**src/rtl/bcd_updown_counter_gen.sv**
```systemverilog
// Purpose : BCD up/down field counter for RTC editing: press steps once, hold auto-repeats.
// Latency : load -> data_bcd 1 clk; press -> first step 1 clk; hold -> repeat after REPEAT_DLY*TICK_DIV clk.
// Backpress: none; level inputs are sampled every clk and load always wins over stepping.
//
// Ports: clk, reset_n (async, active-low); en (field selected); up/down (debounced levels);
//        load + load_data (one-cycle parallel BCD load); data_bcd (registered BCD value);
//        carry_out / borrow_out (wrap pulses); load_err (rejected load pulse); blank (display blank).
// Optional: define CNT_BLINK_EN to flash blank while the field is selected and idle.
module bcd_updown_counter_gen #(
  parameter int DIGITS     = 2,
  parameter int MIN_VAL    = 0,
  parameter int MAX_VAL    = 59,
  parameter int TICK_DIV   = 13000000,
  parameter int REPEAT_DLY = 3
) (
  input  logic                  clk,
  input  logic                  reset_n,
  input  logic                  en,
  input  logic                  up,
  input  logic                  down,
  input  logic                  load,
  input  logic [4*DIGITS-1:0]   load_data,
  output logic [4*DIGITS-1:0]   data_bcd,
  output logic                  carry_out,
  output logic                  borrow_out,
  output logic                  load_err,
  output logic                  blank
);

  localparam int W     = 4 * DIGITS;
  localparam int DIV_W = $clog2(TICK_DIV);
  localparam int RC_W  = (REPEAT_DLY < 2) ? 1 : $clog2(REPEAT_DLY + 1);

  function automatic logic [W-1:0] to_bcd(input int v);
    logic [W-1:0] r;
    int           rem;
    r   = '0;
    rem = v;
    for (int i = 0; i < DIGITS; i++) begin
      r[4*i +: 4] = 4'(rem % 10);
      rem         = rem / 10;
    end
    return r;
  endfunction

  localparam logic [W-1:0] MIN_BCD = to_bcd(MIN_VAL);
  localparam logic [W-1:0] MAX_BCD = to_bcd(MAX_VAL);

  typedef enum logic [1:0] {S_IDLE, S_WAIT, S_REPEAT} state_t;

  state_t           state, state_nx;
  logic             dir_q, dir_nx;          // latched direction: 1 = up, 0 = down
  logic [RC_W-1:0]  rep_cnt, rep_nx;
  logic [DIV_W-1:0] div_cnt;
  logic             strobe;
  logic             step, step_up, press;
  logic             dir_up, dir_dn, dir_any;
  logic [W-1:0]     inc_val, dec_val;
  logic             load_ok;
  logic             at_max, at_min;

  assign dir_up  = up & ~down;
  assign dir_dn  = down & ~up;
  assign dir_any = dir_up | dir_dn;
  assign strobe  = (div_cnt == DIV_W'(TICK_DIV - 1));
  assign at_max  = (data_bcd == MAX_BCD);
  assign at_min  = (data_bcd == MIN_BCD);

  // Digit-wise +1 / -1 with 9->0 / 0->9 ripple; wrap at the range limits is handled at the register.
  always_comb begin
    logic c_inc, c_dec;
    inc_val = data_bcd;
    dec_val = data_bcd;
    c_inc   = 1'b1;
    c_dec   = 1'b1;
    for (int i = 0; i < DIGITS; i++) begin
      if (c_inc) begin
        if (data_bcd[4*i +: 4] == 4'd9) begin
          inc_val[4*i +: 4] = 4'd0;
        end else begin
          inc_val[4*i +: 4] = data_bcd[4*i +: 4] + 4'd1;
          c_inc = 1'b0;
        end
      end
      if (c_dec) begin
        if (data_bcd[4*i +: 4] == 4'd0) begin
          dec_val[4*i +: 4] = 4'd9;
        end else begin
          dec_val[4*i +: 4] = data_bcd[4*i +: 4] - 4'd1;
          c_dec = 1'b0;
        end
      end
    end
  end

  // Valid BCD digits compare in the same order as their numeric values, so range checks use plain
  // vector compares. The low bound is written as x+1 > MIN so MIN_VAL=0 is not a constant compare.
  always_comb begin
    logic digits_ok;
    digits_ok = 1'b1;
    for (int i = 0; i < DIGITS; i++) begin
      if (load_data[4*i +: 4] > 4'd9) digits_ok = 1'b0;
    end
    load_ok = digits_ok
            && (({1'b0, load_data} + 1'b1) > {1'b0, MIN_BCD})
            && (load_data <= MAX_BCD);
  end

  always_comb begin
    state_nx = state;
    dir_nx   = dir_q;
    rep_nx   = rep_cnt;
    step     = 1'b0;
    step_up  = 1'b0;
    press    = 1'b0;
    if (load) begin
      state_nx = S_IDLE;
      rep_nx   = '0;
    end else begin
      case (state)
        S_IDLE: begin
          if (en && dir_any) begin
            step     = 1'b1;
            step_up  = dir_up;
            press    = 1'b1;
            dir_nx   = dir_up;
            rep_nx   = '0;
            state_nx = S_WAIT;
          end
        end
        S_WAIT, S_REPEAT: begin
          // Release, direction change or deselect all drop back to IDLE without stepping.
          if (!en || !dir_any || (dir_up != dir_q)) begin
            state_nx = S_IDLE;
          end else if (strobe) begin
            if (state == S_REPEAT) begin
              step    = 1'b1;
              step_up = dir_q;
            end else if (rep_cnt == RC_W'(REPEAT_DLY - 1)) begin
              step     = 1'b1;
              step_up  = dir_q;
              state_nx = S_REPEAT;
            end else begin
              rep_nx = rep_cnt + 1'b1;
            end
          end
        end
        default: state_nx = S_IDLE;
      endcase
    end
  end

  always_ff @(posedge clk or negedge reset_n) begin
    if (!reset_n) begin
      state      <= S_IDLE;
      dir_q      <= 1'b0;
      rep_cnt    <= '0;
      div_cnt    <= '0;
      data_bcd   <= MIN_BCD;
      carry_out  <= 1'b0;
      borrow_out <= 1'b0;
      load_err   <= 1'b0;
    end else begin
      state   <= state_nx;
      dir_q   <= dir_nx;
      rep_cnt <= rep_nx;
      // Clearing on the press aligns every later strobe to the moment the button went down.
      if (press || strobe) div_cnt <= '0;
      else                 div_cnt <= div_cnt + 1'b1;

      if (load) begin
        if (load_ok) data_bcd <= load_data;
      end else if (step) begin
        if (step_up) data_bcd <= at_max ? MIN_BCD : inc_val;
        else         data_bcd <= at_min ? MAX_BCD : dec_val;
      end
      carry_out  <= step &  step_up & at_max;
      borrow_out <= step & ~step_up & at_min;
      load_err   <= load & ~load_ok;
    end
  end

`ifdef CNT_BLINK_EN
  logic blink_ph;   // toggles on every strobe; blank flips when it is set, i.e. every 2nd strobe

  always_ff @(posedge clk or negedge reset_n) begin
    if (!reset_n) begin
      blink_ph <= 1'b0;
      blank    <= 1'b0;
    end else if (en && (state == S_IDLE) && !dir_any && !load) begin
      if (strobe) begin
        blink_ph <= ~blink_ph;
        if (blink_ph) blank <= ~blank;
      end
    end else begin
      blink_ph <= 1'b0;
      blank    <= 1'b0;
    end
  end
`else
  assign blank = 1'b0;
`endif

endmodule

```
**config.mk**
```make
export PLATFORM = sky130hd
export DESIGN_NAME = bcd_updown_counter_gen
export DESIGN_NICKNAME = d
export VERILOG_FILES = /design/src/rtl/bcd_updown_counter_gen.sv
export SDC_FILE = /design/constraint.sdc
export NUM_CORES = 1
export LEC_CHECK = 0
export ABC_AREA = 1
export ABC_CLOCK_PERIOD_IN_PS = 5620
export BUFFER_PORTS_ARGS = -buffer_cell sky130_fd_sc_hd__buf_2
export CORE_MARGIN = 1
export CORE_UTILIZATION = 35
export DETAILED_ROUTE_END_ITERATION = 16
export PLACE_DENSITY = 0.56
export SYNTH_ARGS = -nofsm -noshare
export SYNTH_HDL_FRONTEND = slang
export SYNTH_SLANG_ARGS = --single-unit
export TNS_END_PERCENT = 20
```
**constraint.sdc**
```tcl
create_clock -name clk -period 5.62 [get_ports clk]
set_clock_uncertainty 0.1 [all_clocks]
set_input_delay 0.843 -clock clk [delete_from_list [all_inputs] [get_ports clk]]
set_output_delay 0.843 -clock clk [all_outputs]
set_load 0.01 [all_outputs]
```
; Word level (Yosys, flattened, before mapping)
; Index checks and enable logic that the tools add are counted.
[word_totals]
regBits = 40
elab_cells = 119
input_bits = 14
[op_classes]
n_reduce_logical = 21
add_sub_neg = 7
bitwise_logic = 13
magnitude_cmp = 4
n_eq_ne = 18
mux = 47
[op_table]
columns = cell, n
row1 = $mux 8, 6
row2 = $add 24x1->24 const B, 1
row3 = $eq 24x24->1 const B, 1
row4 = $mux 2, 12
row5 = $mux 24, 1
row6 = $mux 4, 6
row7 = $mux 1, 18
row8 = $ne 3x3->1 const B, 5
row9 = $ne 4x4->1 const B, 3
row10 = $add 8x1->9 const B, 1
row11 = $gt 9x1->1 const B, 1
row12 = $add 4x1->4 const B, 2
row13 = $eq 4x4->1 const B, 2
row14 = $eq 8x7->1 const B, 1
row15 = $gt 4x4->1 const B, 2
row16 = $le 8x7->1 const B, 1
row17 = $logic_not 4->1, 2
row18 = $logic_not 8->1, 1
row19 = $pmux 2 s2, 2
row20 = $reduce_and 4->1, 2
row21 = $sub 4x1->4 const B, 2
row22 = $and 1x1->1, 7
row23 = $reduce_and 6->1, 1
row24 = $not 1->1, 5
row25 = other kinds (18), 25

; Logic depth before layout (Yosys ltp)
[depth]
ltp_word = 12
depth_mapped = 14

; Least setup slack after synthesis
; No wires, ideal clock.
[synth_timing]
path_kind = in2reg
from = input port down
to = register data_bcd[5]
path_stages = 12
path_buffers = 0
arrival_time_ns = 2.169
path_slack_ns = 3.234
required_ns = 5.403
path_cell_list = inv_1 -> ha_1 -> nor2_2 -> nand3_4 -> nor2_2 -> nand2_2 -> o21ai_4 -> nand2_2 -> nand2_1 -> nand3_1 -> nand3_1 -> nand2_1
[synth_between]
elab_chain_len = 12
[synth_lines]
columns = element, line_no
row1 = from (decl), 20  ; input logic down,
row2 = $not 1->1, 62  ; assign dir_up = up & ~down;
row3 = $and 1x1->1, 62
row4 = $or 1x1->1, 64  ; assign dir_any = dir_up | dir_dn;
row5 = $logic_not 1->1, 133  ; if (!en || !dir_any || (dir_up != dir_q)) begin
row6 = $logic_or 1x1->1 (2 in series), 133
row7 = $mux 1, 133
row8 = $pmux 1 s2, 120  ; case (state)
row9 = $mux 1, 116  ; if (load) begin
row10 = $mux 8, 174  ; if (step_up) data_bcd <= at_max ? MIN_BCD : inc_val;
row11 = $mux 8, 173  ; end else if (step) begin
row12 = $mux 8, 171  ; if (load) begin
row13 = to (signal assigned), 172  ; if (load_ok) data_bcd <= load_data;
row14 = to (signal assigned), 174
row15 = to (signal assigned), 175  ; else data_bcd <= at_min ? MAX_BCD : dec_val;
row16 = to (decl), 23  ; output logic [4*DIGITS-1:0] data_bcd,
; Parallel ways exist; a longest one is shown, timed or not. The select of a mux whose other input is x is not followed.
; A chain may end at the register's enable or synchronous reset.

; Final worst setup path
[layout_timing]
from = input port up
to = register div_cnt[3]
[layout_between]
elab_chain_len = 9
[layout_lines]
columns = element, line_no
row1 = from (decl), 19  ; input logic up,
row2 = $not 1->1, 63  ; assign dir_dn = down & ~up;
row3 = $and 1x1->1, 63
row4 = $or 1x1->1 *, 64
row5 = $logic_and 1x1->1 *, 122  ; if (en && dir_any) begin
row6 = $mux 1 *, 122
row7 = $mux 1 *, 120
row8 = $mux 1 *, 116
row9 = $logic_or 1x1->1 *, 168  ; if (press || strobe) div_cnt <= '0;
row10 = $mux 24 *, 168
row11 = to (signal assigned), 169  ; else div_cnt <= div_cnt + 1'b1;
row12 = to (decl), 54  ; logic [DIV_W-1:0] div_cnt;
; Every way passes the cells marked *; elsewhere a longest branch is shown, timed or not.

==> flow_summary.ini <==
[run_status]
status = finished, final reports clean

[clocking]
root_buffer = clkbuf_8
cts_hold_buf = 0
clk_pin_slew_worst_paths_ns = 0.08
cts_tree = done
htree_levels = 2
cts_setup_buffers = 0
clock_latency_ns = 0.30
cts_sinks = 40
clockBufferDepth = 2
cts_resized = 0
cts-buffers-inserted = 5

[pwr]
power_frac_comb_pct = 33.3
power_density_nw_per_um2 = 305
ir_drop_v = 0.0000951
p_leak_nw = 1.47
seqPwrFrac_pct = 41.4
p_clk_share_pct = 25.4
swShare_pct = 37.2
internal_power_mw = 0.586
switching_power_mw = 0.347

[synthesis]
ys_seq_area_share_pct = 36.6
synth.cell_area_um2 = 2730
synth-seq-cells = 40
syn_area_per_cell_um2 = 7.25
synth_cells = 377
synth_area_leaders = dfrtp_1 37%, nand2_1 9.8%, nor2_1 8.9%
synthFlopType = dfrtp_1
yosys.cell_types.count = 42
synth_top_cell_by_area = dfrtp_1
ys_top_cells_by_count = 71 x nand2_1, 65 x nor2_1, 43 x inv_1, 40 x dfrtp_1, 29 x nand3_1
yosys_warnings = 0
synth_top_area_share_pct = 36.6
synth_edf_count = 0
syn-num-nets = 400
async_reset_ff_share_pct = 100
synth_most_common_cell = nand2_1

[global_routing]
gr-total-overflow = 0
antenna_found_initial = 0
grt_usage_pct = 16.5
first_global_vias = 2363
grt_max_degree = 41
grt_pass1_wl_um = 10900

[setup_path]
crit_fanout = 17
arrival_ns = 2.75
crit_path_end_kind = register
crit_type = in2reg
worstPathRequired_ns = 5.70
cp-start-kind = primary input

[timing]
maxSlewViolCount = 0
setup-violations-final = 0
grt_setup_unrepaired = no
hold_viol = 0
finalCritPeriodShare_pct = 47.4
relSlewSlack_pct = 39.4
worst_slew_pin_slew_ns = 0.909
fmax_mhz = 375
fin_crit_ns = 2.67
setup_tns_ns = 0
hold_slack_ns = 0.384

[floorplan]
die_area_um2 = 8160
die_y_um = 90.3
start_util_pct = 36.9
die_x_um = 90.3
rows = 31
boundaryPins = 26
core_um2 = 7410

[final_layout]
drive_gt1_share_pct = 17.3
fin_nets = 426
fill_cells = 797
fin_cells = 503
multi_input_area_um2 = 1520
ff_latch_area_um2 = 1000
layout-area-overhead-vs-synth_pct = 11.9
antenna_cells = 0
design_area_um2 = 3060

[route]
num_vias = 2459
ant_nets = 0
drc_errors = 0
drtPass1Iterations = 4
vias_per_cell = 4.89
wl_per_cell_um = 12.3
totalWireLength_um = 6170
drt_iter0_drc = 97

[place]
place_area_um2 = 2950
port_buffers = 24
gp_congestion = 0.800
dp.cells = 495
dp_hpwl_um = 4710

[min_path]
min_path_type = reg2reg

[run]
drv_cap = 0
## logic make-up (layout without fill, tap and decap cells)
family,count (synthesis),after routing,synth area share [%]
other,1,1,0.137
AO/OA/AOI/OAI,40,40,8.84
AND/OR/NAND/NOR,223,223,39.3
adder cells (fa/ha/maj),9,9,4.12
flip-flops,40,40,36.6
XOR/XNOR,10,10,3.21
buffers and inverters,54,81,7.74
## through the flow
step	utilization (%)	worst slack (ns)	total power, mW
6_report	41.3	2.95	0.933
5_1_grt	41.3	2.73	1.02
4_1_cts	41.3	2.99	0.946
3_5_place_dp	39.8	2.65	0.705
3_3_place_gp	39.8	2.70	0.700
2_1_floorplan	-	3.23	0.615
## placed cells by master, fill, tap and decap left out, types with 3 or more instances in the layout
| cell | synthesis | routed |
|---|---|---|
| nand4_1 | 7 | 7 |
| nand3_2 | 5 | 5 |
| ha_1 | 9 | 9 |
| o21ai_1 | 5 | 5 |
| inv_1 | 43 | 43 |
| o21ai_0 | 12 | 12 |
| dfrtp_1 | 40 | 40 |
| nor2_1 | 65 | 65 |
| nand2_2 | 10 | 10 |
| a21oi_1 | 12 | 12 |
| xnor2_1 | 3 | 3 |
| buf_2 | 3 | 24 |
| nor3_1 | 15 | 15 |
| or2_2 | 3 | 3 |
| nor2_2 | 5 | 5 |
| clkbuf_8 | 0 | 5 |
| nand3_1 | 29 | 29 |
| nand2_1 | 71 | 71 |
| xor2_1 | 7 | 7 |
| inv_2 | 5 | 5 |
## layout make-up
| type | instances | area share [%] |
|---|---|---|
| multi-input combinational | 283 | 49.7 |
| sequential | 40 | 32.7 |
| inverter | 49 | 6.06 |
| tap | 99 | 4.05 |
| timing repair buffer | 24 | 3.93 |
| clock buffer | 6 | 2.37 |
| clock inverter | 2 | 1.15 |
## power by group through the flow
stage	clock network, mW	logic (mW)	registers (mW)
final	0.237	0.311	0.386
after global routing	0.261	0.363	0.395
after CTS	0.246	0.313	0.387
after detailed placement	0	0.312	0.392
after global placement	0	0.308	0.392
after floorplan	0	0.222	0.393
## worst max-delay path, stage by stage
cell	delay (ns)
buf_2	0.10
ha_1	0.31
inv_1	0.06
nand2_1	0.07
nor2_1	0.15
inv_1	0.05
nor2_1	0.18
inv_1	0.06
nand2_1	0.45
inv_1	0.29
o21ai_0	0.14
a21oi_1	0.06
## metal layers
metal,track usage (%),vias up,wire length [µm]
met5,0,-,0
met4,5.65,0,77
met3,3.28,7,205
met2,27.7,38,3030
met1,21.1,1151,2860
li1,-,1263,-
## flip-flops by register name, indices dropped and copies added (netlist names)
register,count
borrow_out,1
data_bcd,8
div_cnt,24
state,2
carry_out,1
rep_cnt,2
load_err,1
dir_q,1
## worst paths after layout
check / to / cells after the start / start / slack [ns]
min in group asynchronous: borrow_out / 1 / reset_n / 0.58
hold / removal: div_cnt[0] / 1 / div_cnt[0] / 0.38
hold reg to reg: div_cnt[0] / 1 / div_cnt[0] / 0.38
setup reg to reg: div_cnt[3] / 11 / state[0] / 3.30
setup / recovery: div_cnt[3] / 12 / up / 2.95
max in group asynchronous: dir_q / 1 / reset_n / 4.27
Power figures use the tool's default switching activity.
